## config.mk

```make
export PLATFORM = sky130hd
export DESIGN_NAME = neuron_mac
export DESIGN_NICKNAME = d
export VERILOG_FILES = /design/src/rtl/neuron_mac.sv
export SDC_FILE = /design/constraint.sdc
export NUM_CORES = 1
export LEC_CHECK = 0
export CORE_ASPECT_RATIO = 0.5
export CORE_MARGIN = 8
export CORE_UTILIZATION = 50
export CTS_BUF_LIST = sky130_fd_sc_hd__clkbuf_4
export CTS_CLUSTER_SIZE = 10
export DETAILED_ROUTE_END_ITERATION = 16
export GPL_TIMING_DRIVEN = 0
export PLACE_DENSITY_LB_ADDON = 0.15
export SKIP_LAST_GASP = 1
export SYNTH_ARGS = -nofsm -noshare
export SYNTH_HDL_FRONTEND = slang
export SYNTH_SLANG_ARGS = --single-unit
```

## constraint.sdc

```tcl
create_clock -name clk -period 4.79 [get_ports clk]
set_input_delay 0.958 -clock clk [delete_from_list [all_inputs] [get_ports clk]]
set_output_delay 0.958 -clock clk [all_outputs]
set_load 0.01 [all_outputs]
```

## src/rtl/neuron_mac.sv

```systemverilog
// Single-neuron multiply-accumulate feeding a registered sigmoid ROM.
// Accumulates N_INPUTS x*w beats on a bias, quantises to a ROM address, returns y.
module neuron_mac #(
    parameter int N_INPUTS   = 16,
    parameter int IN_WIDTH   = 8,
    parameter int W_WIDTH    = 8,
    parameter int ACC_WIDTH  = 24,
    parameter int SHIFT      = 4,
    parameter int ADDR_WIDTH = 12,
    parameter int DATA_WIDTH = 8
) (
    input  logic                  clk,
    input  logic                  rst_n,
    input  logic                  in_valid,
    output logic                  in_ready,
    input  logic [IN_WIDTH-1:0]   in_x,
    input  logic [W_WIDTH-1:0]    in_w,
    input  logic [ACC_WIDTH-1:0]  bias,
    output logic [ADDR_WIDTH-1:0] rom_addr,
    input  logic [DATA_WIDTH-1:0] rom_data,
    output logic                  out_valid,
    input  logic                  out_ready,
    output logic [DATA_WIDTH-1:0] out_y
);

    localparam int P  = IN_WIDTH + W_WIDTH;
    localparam int CW = (N_INPUTS > 1) ? $clog2(N_INPUTS) : 1;
    localparam logic [CW-1:0] LAST = CW'(N_INPUTS - 1);
    localparam logic signed [ACC_WIDTH-1:0] SMAX =
        ACC_WIDTH'((2 ** (ADDR_WIDTH - 1)) - 1);
    localparam logic signed [ACC_WIDTH-1:0] SMIN =
        -ACC_WIDTH'(2 ** (ADDR_WIDTH - 1));

    typedef enum logic [2:0] {
        ACC,
        QUANT,
        WAIT,
        CAPT,
        OUT
    } state_t;

    state_t state_q, state_d;

    logic [CW-1:0]                count;
    logic signed [ACC_WIDTH-1:0]  acc;
    logic signed [P-1:0]          xe, we, prod;
    logic signed [ACC_WIDTH-1:0]  prod_ext, base, s, sat;
    logic                         beat;

    assign in_ready = (state_q == ACC);
    assign beat     = in_valid && in_ready;

    // x is unsigned, so zero-extend before the signed multiply
    assign xe       = {{(P - IN_WIDTH){1'b0}}, in_x};
    assign we       = {{(P - W_WIDTH){in_w[W_WIDTH-1]}}, in_w};
    assign prod     = xe * we;
    assign prod_ext = {{(ACC_WIDTH - P){prod[P-1]}}, prod};
    assign base     = (count == '0) ? $signed(bias) : acc;

    assign s = acc >>> SHIFT;

    always_comb begin
        sat = s;
        if (s > SMAX) begin
            sat = SMAX;
        end else if (s < SMIN) begin
            sat = SMIN;
        end
    end

    always_comb begin
        state_d = state_q;
        unique case (state_q)
            ACC: begin
                if (beat && count == LAST) begin
                    state_d = QUANT;
                end
            end
            QUANT: state_d = WAIT;
            WAIT:  state_d = CAPT;
            CAPT:  state_d = OUT;
            OUT: begin
                if (out_ready) begin
                    state_d = ACC;
                end
            end
            default: state_d = ACC;
        endcase
    end

    always_ff @(posedge clk or negedge rst_n) begin
        if (!rst_n) begin
            state_q <= ACC;
        end else begin
            state_q <= state_d;
        end
    end

    always_ff @(posedge clk or negedge rst_n) begin
        if (!rst_n) begin
            count     <= '0;
            acc       <= '0;
            rom_addr  <= '0;
            out_y     <= '0;
            out_valid <= 1'b0;
        end else begin
            unique case (state_q)
                ACC: begin
                    if (beat) begin
                        acc   <= base + prod_ext;
                        count <= (count == LAST) ? '0 : count + 1'b1;
                    end
                end
                QUANT: begin
                    // offset binary: two's complement with the MSB flipped
                    rom_addr <= {~sat[ADDR_WIDTH-1], sat[ADDR_WIDTH-2:0]};
                end
                WAIT: begin
                end
                CAPT: begin
                    out_y     <= rom_data;
                    out_valid <= 1'b1;
                end
                OUT: begin
                    if (out_ready) begin
                        out_valid <= 1'b0;
                    end
                end
                default: begin
                end
            endcase
        end
    end

endmodule

```

==> flow_metrics.py, run 1 <==
metrics = {
    "cts": {
        "cts_tree": "yes",
        "clk_pin_slew_worst_paths_ns": 0.15,
        "clockRootBuffer": "clkbuf_4",
        "h-tree-depth": 2,
        "tritoncts.num_buffers": 5,
        "postCtsHoldBufs": 0,
        "cts.sinks": 52,
        "worst_skew_late_latency_ns": 0.38,
        "clk_path_buf_depth": 2,
    },
    "routing": {
        "route.final.wire_length_um": 14570,
        "ant_nets": 0,
        "detail_route.drc_violations": 0,
        "drt_pass1_iterations": 4,
        "routed_via_count": 4801,
        "routed_wire_length_per_instance_um": 16.14,
        "vias_per_cell": 5.317,
        "drt_iter0_drc": 263,
    },
    "worst_setup_path": {
        "worst-setup-path-type": "input port to flip-flop",
        "worstSetupStartpointType": "input port",
        "critical_path.reg2reg.endpoint": "acc[20]",
        "worstPathRequired_ns": 5.07,
        "regToRegSetupSlack_ns": 0.03,
        "r2r.worst_path.cells": 20,
        "worst-path-max-fanout": 4,
        "crit_arrival_ns": 6.60,
        "end_kind": "flip-flop",
        "worst_r2r_startpoint": "count[0]",
    },
    "global_routing": {
        "grt_max_degree": 41,
        "wire_length_of_the_first_global_routing_pass_um": 23260,
        "track_usage_pct": 18.21,
        "number_of_antenna_violations_at_the_first_check_in_global_routing": 0,
        "global_route_total_overflow": 0,
        "first_global_vias": 4809,
    },
    "sta": {
        "max_freq_ghz": 0.1583,
        "worst_slew_margin_rel_pct": 56.70,
        "tightestPinTransition_ns": 0.6495,
        "grt_setup_unrepaired": "true",
        "timing.final.crit_period_ns": 6.319,
        "finalClockSkew_ns": 0.01172,
        "finalHoldViolations": 0,
        "worst_slack_ns": -1.529,
        "timing_max_transition_violations_final": 0,
        "final_min_period_over_clock_period_pct": 131.9,
        "finalSetupViolations": 16,
    },
    "min_path": {
        "worst_hold_path_type": "input port to asynchronous set/reset pin",
    },
    "synth": {
        "synth.distinct_cells": 58,
        "yosys_register_bits": 52,
        "synth_area_per_cell_um2": 9.189,
        "number_of_instances_in_the_synthesized_netlist": 622,
        "ys_async_sr_fraction_pct": 100.0,
        "ys_seq_area_share_pct": 22.77,
        "mappedNetlistNets": 776,
        "synth-main-ff-cell": "dfrtp_1",
        "syn-cell-area_um2": 5715,
        "synth_enable_flop_cells": 0,
        "number_of_warnings_reported_in_the_yosys_synthesis_log": 0,
    },
    "final_layout": {
        "layout.cells.non_filler": 903,
        "post_route_cells_drive_above_1_share_pct": 26.52,
        "syn2layout_area_growth_pct": 33.63,
        "postLayoutCoreUtil_pct": 68.93,
        "num-nets-final": 911,
        "antenna-diode-count": 0,
    },
    "floorplanning": {
        "rows": 27,
        "initial_core_utilization_pct": 51.58,
        "die_boundary_width_um": 167.2,
        "dieArea_um2": 15320,
        "die_h_um": 91.60,
        "core_area_um2": 11080,
        "ios": 74,
    },
    "placement": {
        "gpl.final_weighted_congestion": 0.8612,
        "place_inst": 841,
        "post-place-ws_ns": -2.810,
        "place.detailed.hpwl_um": 11100,
        "place.port_buffers": 73,
    },
    "status": {
        "run_status": "complete, but fails checks",
        "failed_checks": "negative setup slack",
    },
    "job": {
        "maxCapViolCount": 0,
    },
}
==> worst max path at each step <==
| stage | from | to | slack [ns] | depth (start not counted) |
|---|---|---|---|---|
| 6_report | in_x[0] | acc[23] | -1.53 | 27 |
| 3_3_place_gp | in_w[7] | acc[23] | -2.71 | 27 |
| 5_1_grt | in_x[0] | acc[23] | -1.75 | 28 |
| 2_1_floorplan | in_w[1] | acc[23] | -1.42 | 30 |
| 3_5_place_dp | in_w[7] | acc[23] | -2.81 | 27 |
| 4_1_cts | in_w[1] | acc[23] | -1.46 | 31 |
==> metal layers <==
| metal | vias up | global-route usage (%) | part of all wire (%) |
|---|---|---|---|
| li1 | 2385 | - | - |
| met1 | 2310 | 25.21 | 49 |
| met2 | 94 | 30.35 | 46 |
| met3 | 12 | 2.202 | 4.3 |
| met4 | 0 | 3.542 | 0.89 |
| met5 | - | 0 | 0 |
==> cells in the mapped netlist (2+ instances only) <==
cell type	instances	area share, %
nand3_1	10	0.88
nor3_1	5	0.44
ha_1	64	14
nand3b_1	2	0.26
or3_1	4	0.44
nand2_1	65	4.3
a21o_1	11	1.4
nand2b_1	7	0.77
dfrtp_1	52	23
and2_1	45	4.9
a211oi_2	2	0.44
o21a_1	6	0.79
o21ai_1	4	0.35
xor2_1	8	1.2
nand4_1	5	0.55
o21ai_0	32	2.8
o31ai_1	5	0.66
nor2b_1	4	0.44
a211oi_1	4	0.53
buf_1	3	0.20
nor2_1	31	2.0
inv_1	71	4.7
clkbuf_1	9	0.59
o21bai_1	5	0.66
nor3b_1	2	0.26
a31oi_1	4	0.44
a21oi_1	30	2.6
xnor2_1	22	3.4
a21boi_0	3	0.39
nor4_1	3	0.33
o211ai_2	2	0.44
fa_1	38	13
mux2_2	29	5.7
mux2i_1	6	1.1
o41ai_1	2	0.31
xnor2_2	2	0.57
o211ai_1	4	0.53
==> critical path, cell delays in order <==
cell,delay (ns)
buf_8,0.10
nand2b_4,0.13
fa_1,0.50
fa_1,0.51
inv_2,0.04
fa_1,0.49
inv_2,0.04
fa_1,0.55
inv_2,0.05
ha_4,0.24
a21oi_2,0.16
o21bai_1,0.10
a21oi_2,0.19
o21bai_1,0.10
a21oi_2,0.16
o21bai_1,0.07
a21oi_1,0.16
xnor2_1,0.16
ha_1,0.30
a211oi_2,0.19
o211ai_1,0.17
nand3b_1,0.24
o211ai_1,0.22
a21oi_2,0.14
o221a_1,0.29
o31ai_1,0.21
a211oi_1,0.11
==> sequential cells by signal, summed over array words and instances (netlist names) <==
register and cells:
out_y 8, state_q 3, out_valid 1, count 4
acc 24, rom_addr 12
==> per-stage QoR <==
stage | setup TNS (ns) | hold slack, ns | area [um^2]
finish | -14.63 | 0.4459 | 7637
global route | -17.69 | 0.4589 | 7637
CTS | -13.16 | 0.4527 | 7320
detailed placement | -31.70 | 0.4661 | 6857
global placement | -30.40 | 0.4528 | 6842
floorplan | -11.78 | 0.4418 | 5929
==> cell type report <==
class,count,area [um^2]
Tap cell,145,181.4
Buffer,13,50.05
Sequential cell,52,1301
Timing Repair Buffer,128,1230
Clock buffer,5,37.54
Multi-Input combinational cell,486,4524
Clock inverter,3,37.54
Inverter,71,275.3
Fill cell,897,3443
==> timing repair <==
item | 4_1_cts | 5_1_grt
cloned | 0 | 0
buffers inserted | 32 | 23
gates resized for setup | 137 | 39
endpoints found under the setup margin | 17 | 16
pin swaps | 69 | 40
==> cell usage in the layout (no fill, tap or decap), drive strengths merged, types with 3 or more instances in the layout <==
cell type,instances
nor2b,4
nand4,5
buf,76
o211ai,7
o21bai,5
nand2b,7
a31oi,4
nor2,31
o21ai,36
nand2,65
nor3,6
inv,69
dfrtp,52
a21boi,3
a21o,12
mux2i,6
nor4,3
clkinv,3
xor2,8
a21oi,30
or3,5
and2,46
mux2,29
fa,38
o21a,6
nand3,10
a211oi,6
o31ai,5
xnor2,25
clkdlybuf4s50,56
ha,64
clkbuf,14
==> cell families (layout without fill, tap and decap cells) <==
logic type,count (synthesis),after routing,share of synthesized area [%]
multiplexers,35,35,6.764
AO/OA/AOI/OAI,126,126,15.13
AND/OR/NAND/NOR,189,189,16.44
flip-flops,52,52,22.77
XOR/XNOR,34,34,6.042
buffers and inverters,84,220,5.538
adder cells (fa/ha/maj),102,102,27.32
Power of run 1 is left out: the tool's default activity adds up to more than one toggle a clock period on the data nets, which glitch-free logic cannot reach.
==> inputs of run 2 (changes only) <==
- CORE_UTILIZATION: 50 -> 57
- CTS_BUF_LIST: sky130_fd_sc_hd__clkbuf_4 -> default
==> run 2 against run 1 <==
Compared with the run above:
- the flow still finishes with violations (negative setup slack)
- final area barely moved
- register-to-register slack about the same
- maximum frequency fell by 0.97%
- non-clock buffer count decreased by 8
- critical path depth up 3
- global-route usage rose by 3.0 points
- cell count fell by 2.0%
- highest routed layer unchanged
==> flow_metrics.py, run 2 (same netlist as run 1, synthesis figures left out) <==
metrics = {
    "status": {
        "run_status": "complete, but fails checks",
        "failed_checks": "negative setup slack",
    },
    "sta": {
        "timing.final.crit_period_ns": 6.381,
        "finalSetupViolations": 16,
        "final_min_period_over_clock_period_pct": 133.2,
        "tightestPinTransition_ns": 0.6548,
        "finalHoldViolations": 0,
        "timing_max_transition_violations_final": 0,
        "worst_slew_margin_rel_pct": 56.35,
        "finalClockSkew_ns": 0.004869,
        "worst_slack_ns": -1.591,
        "grt_setup_unrepaired": "true",
        "max_freq_ghz": 0.1567,
    },
    "placement": {
        "place.detailed.hpwl_um": 11300,
        "gpl.final_weighted_congestion": 0.8512,
        "place.port_buffers": 73,
    },
    "global_routing": {
        "global_route_total_overflow": 0,
        "number_of_antenna_violations_at_the_first_check_in_global_routing": 0,
        "grt_max_degree": 37,
        "first_global_vias": 4944,
        "wire_length_of_the_first_global_routing_pass_um": 23770,
        "track_usage_pct": 21.20,
    },
    "routing": {
        "drt_iter0_drc": 336,
        "detail_route.drc_violations": 0,
        "ant_nets": 0,
        "routed_via_count": 4995,
        "route.final.wire_length_um": 15220,
        "routed_wire_length_per_instance_um": 17.19,
        "vias_per_cell": 5.644,
        "drt_pass1_iterations": 4,
    },
    "cts": {
        "clk_path_buf_depth": 2,
        "clockRootBuffer": "clkbuf_16",
        "h-tree-depth": 2,
        "worst_skew_late_latency_ns": 0.29,
        "cts.sinks": 52,
        "tritoncts.num_buffers": 5,
        "clk_pin_slew_worst_paths_ns": 0.06,
        "cts_tree": "yes",
    },
    "floorplanning": {
        "ios": 74,
        "core_area_um2": 9603,
        "die_h_um": 86.81,
        "rows": 25,
        "dieArea_um2": 13680,
        "die_boundary_width_um": 157.6,
        "initial_core_utilization_pct": 59.52,
    },
    "final_layout": {
        "largest_registers": "acc: 24 flops, rom_addr: 12 flops, out_y: 8 flops",
        "syn2layout_area_growth_pct": 33.60,
        "antenna-diode-count": 0,
        "num-nets-final": 903,
        "commonest_non_fill_non_tap_cell_in_the_layout": "nand2_1",
        "postLayoutCoreUtil_pct": 79.52,
        "largest_register_ffs": 24,
        "post_route_cells_drive_above_1_share_pct": 27.73,
        "largest-register": "acc",
        "layout.cells.most_common_list": "60 x nand2_1, 56 x clkdlybuf4s50_1, 55 x inv_1, 52 x dfrtp_1, 50 x ha_1",
    },
    "worst_setup_path": {
        "worstSetupStartpointType": "input port",
        "end_kind": "flip-flop",
        "worstPathRequired_ns": 4.99,
        "crit_arrival_ns": 6.58,
        "worst-path-max-fanout": 7,
        "worst-setup-path-type": "input port to flip-flop",
        "slowest_stage_cell_cp": "fa_1",
        "crit_path_frequent_cell": "inv_2",
        "critical_path_max_stage_delay_ns": 0.51,
    },
    "power_and_ir_drop": {
        "report.power.total_mw": 6.538,
        "power.density_cell_area_nw_per_um2": 856.2,
        "vdd_ir_drop_max_mv": 0.4302,
        "cellLeakagePower_nw": 3.504,
    },
    "job": {
        "maxCapViolCount": 0,
    },
    "min_path": {
        "worst_hold_path_type": "flip-flop to flip-flop",
    },
}
-- run 2: critical path, delay by kind of cell --
family,cells,cell delay (ns)
compound gates,15,2.43
fa+ha+maj,7,2.34
simple gates,2,0.43
buf+inv,5,0.27
xor+xnor,1,0.14
-- run 2: cell type report --
| cell class | instances | area [um^2] |
|---|---|---|
| Buffer | 13 | 50.05 |
| Clock buffer | 6 | 128.9 |
| Clock inverter | 2 | 35.03 |
| Fill cell | 636 | 1967 |
| Inverter | 71 | 272.8 |
| Multi-Input combinational cell | 486 | 4559 |
| Sequential cell | 52 | 1301 |
| Tap cell | 135 | 168.9 |
| Timing Repair Buffer | 120 | 1120 |
-- run 2: power by group --
part	total (mW)	switching, mW	internal, mW
sequential	0.842	0.175	0.667
clock	0.400	0.154	0.246
combinational	5.30	2.71	2.58
-- run 2: repair_timing --
action / in CTS / in global routing
pin swaps: 54 / 49
setup buffers: 29 / 18
hold buffers: 0 / 0
setup endpoints to repair: 17 / 16
gates resized for setup: 112 / 59
-- run 2: path summary, 6_finish.rpt --
path                              from          end  slack, ns  depth (start not counted)
min in group asynchronous        rst_n      acc[22]       0.60                          1
setup reg to reg              count[0]      acc[20]       0.02                         20
hold / removal             rom_addr[1]  rom_addr[1]       0.48                          2
max in group asynchronous        rst_n  rom_addr[1]       3.66                          2
setup / recovery               in_x[3]      acc[23]      -1.59                         30
hold reg to reg            rom_addr[1]  rom_addr[1]       0.48                          2
-- run 2: routing by layer --
metal	routed length [um]	part of all wire, %	vias up	GRT usage, %
li1	-	-	2378	-
met1	7190	47	2468	29.29
met2	7064	46	131	35.08
met3	753	4.9	18	2.829
met4	208	1.4	0	4.031
met5	0	0	-	0
-- run 2: metrics by stage --
| step | area [um^2] | setup TNS (ns) | hold WS, ns | std cells | setup slack (ns) |
|---|---|---|---|---|---|
| 3_5_place_dp | 6844 | -30.76 | 0.4624 | 831 | -2.676 |
| 3_3_place_gp | 6829 | -29.78 | 0.4565 | 830 | -2.634 |
| 4_1_cts | 7283 | -13.89 | 0.4786 | 867 | -1.507 |
| 6_report | 7636 | -15.43 | 0.4766 | 885 | -1.591 |
| 2_1_floorplan | 5929 | -11.78 | 0.4418 | 622 | -1.415 |
| 5_1_grt | 7636 | -19.08 | 0.4965 | 885 | -1.849 |
No activity file was read; power rests on OpenSTA's default activity.
==> inputs of run 3 (changes only) <==
- GPL_ROUTABILITY_DRIVEN: default -> 1
==> results of run 3 <==
No change in the layout: final DEF, timing and power equal those of run 2.
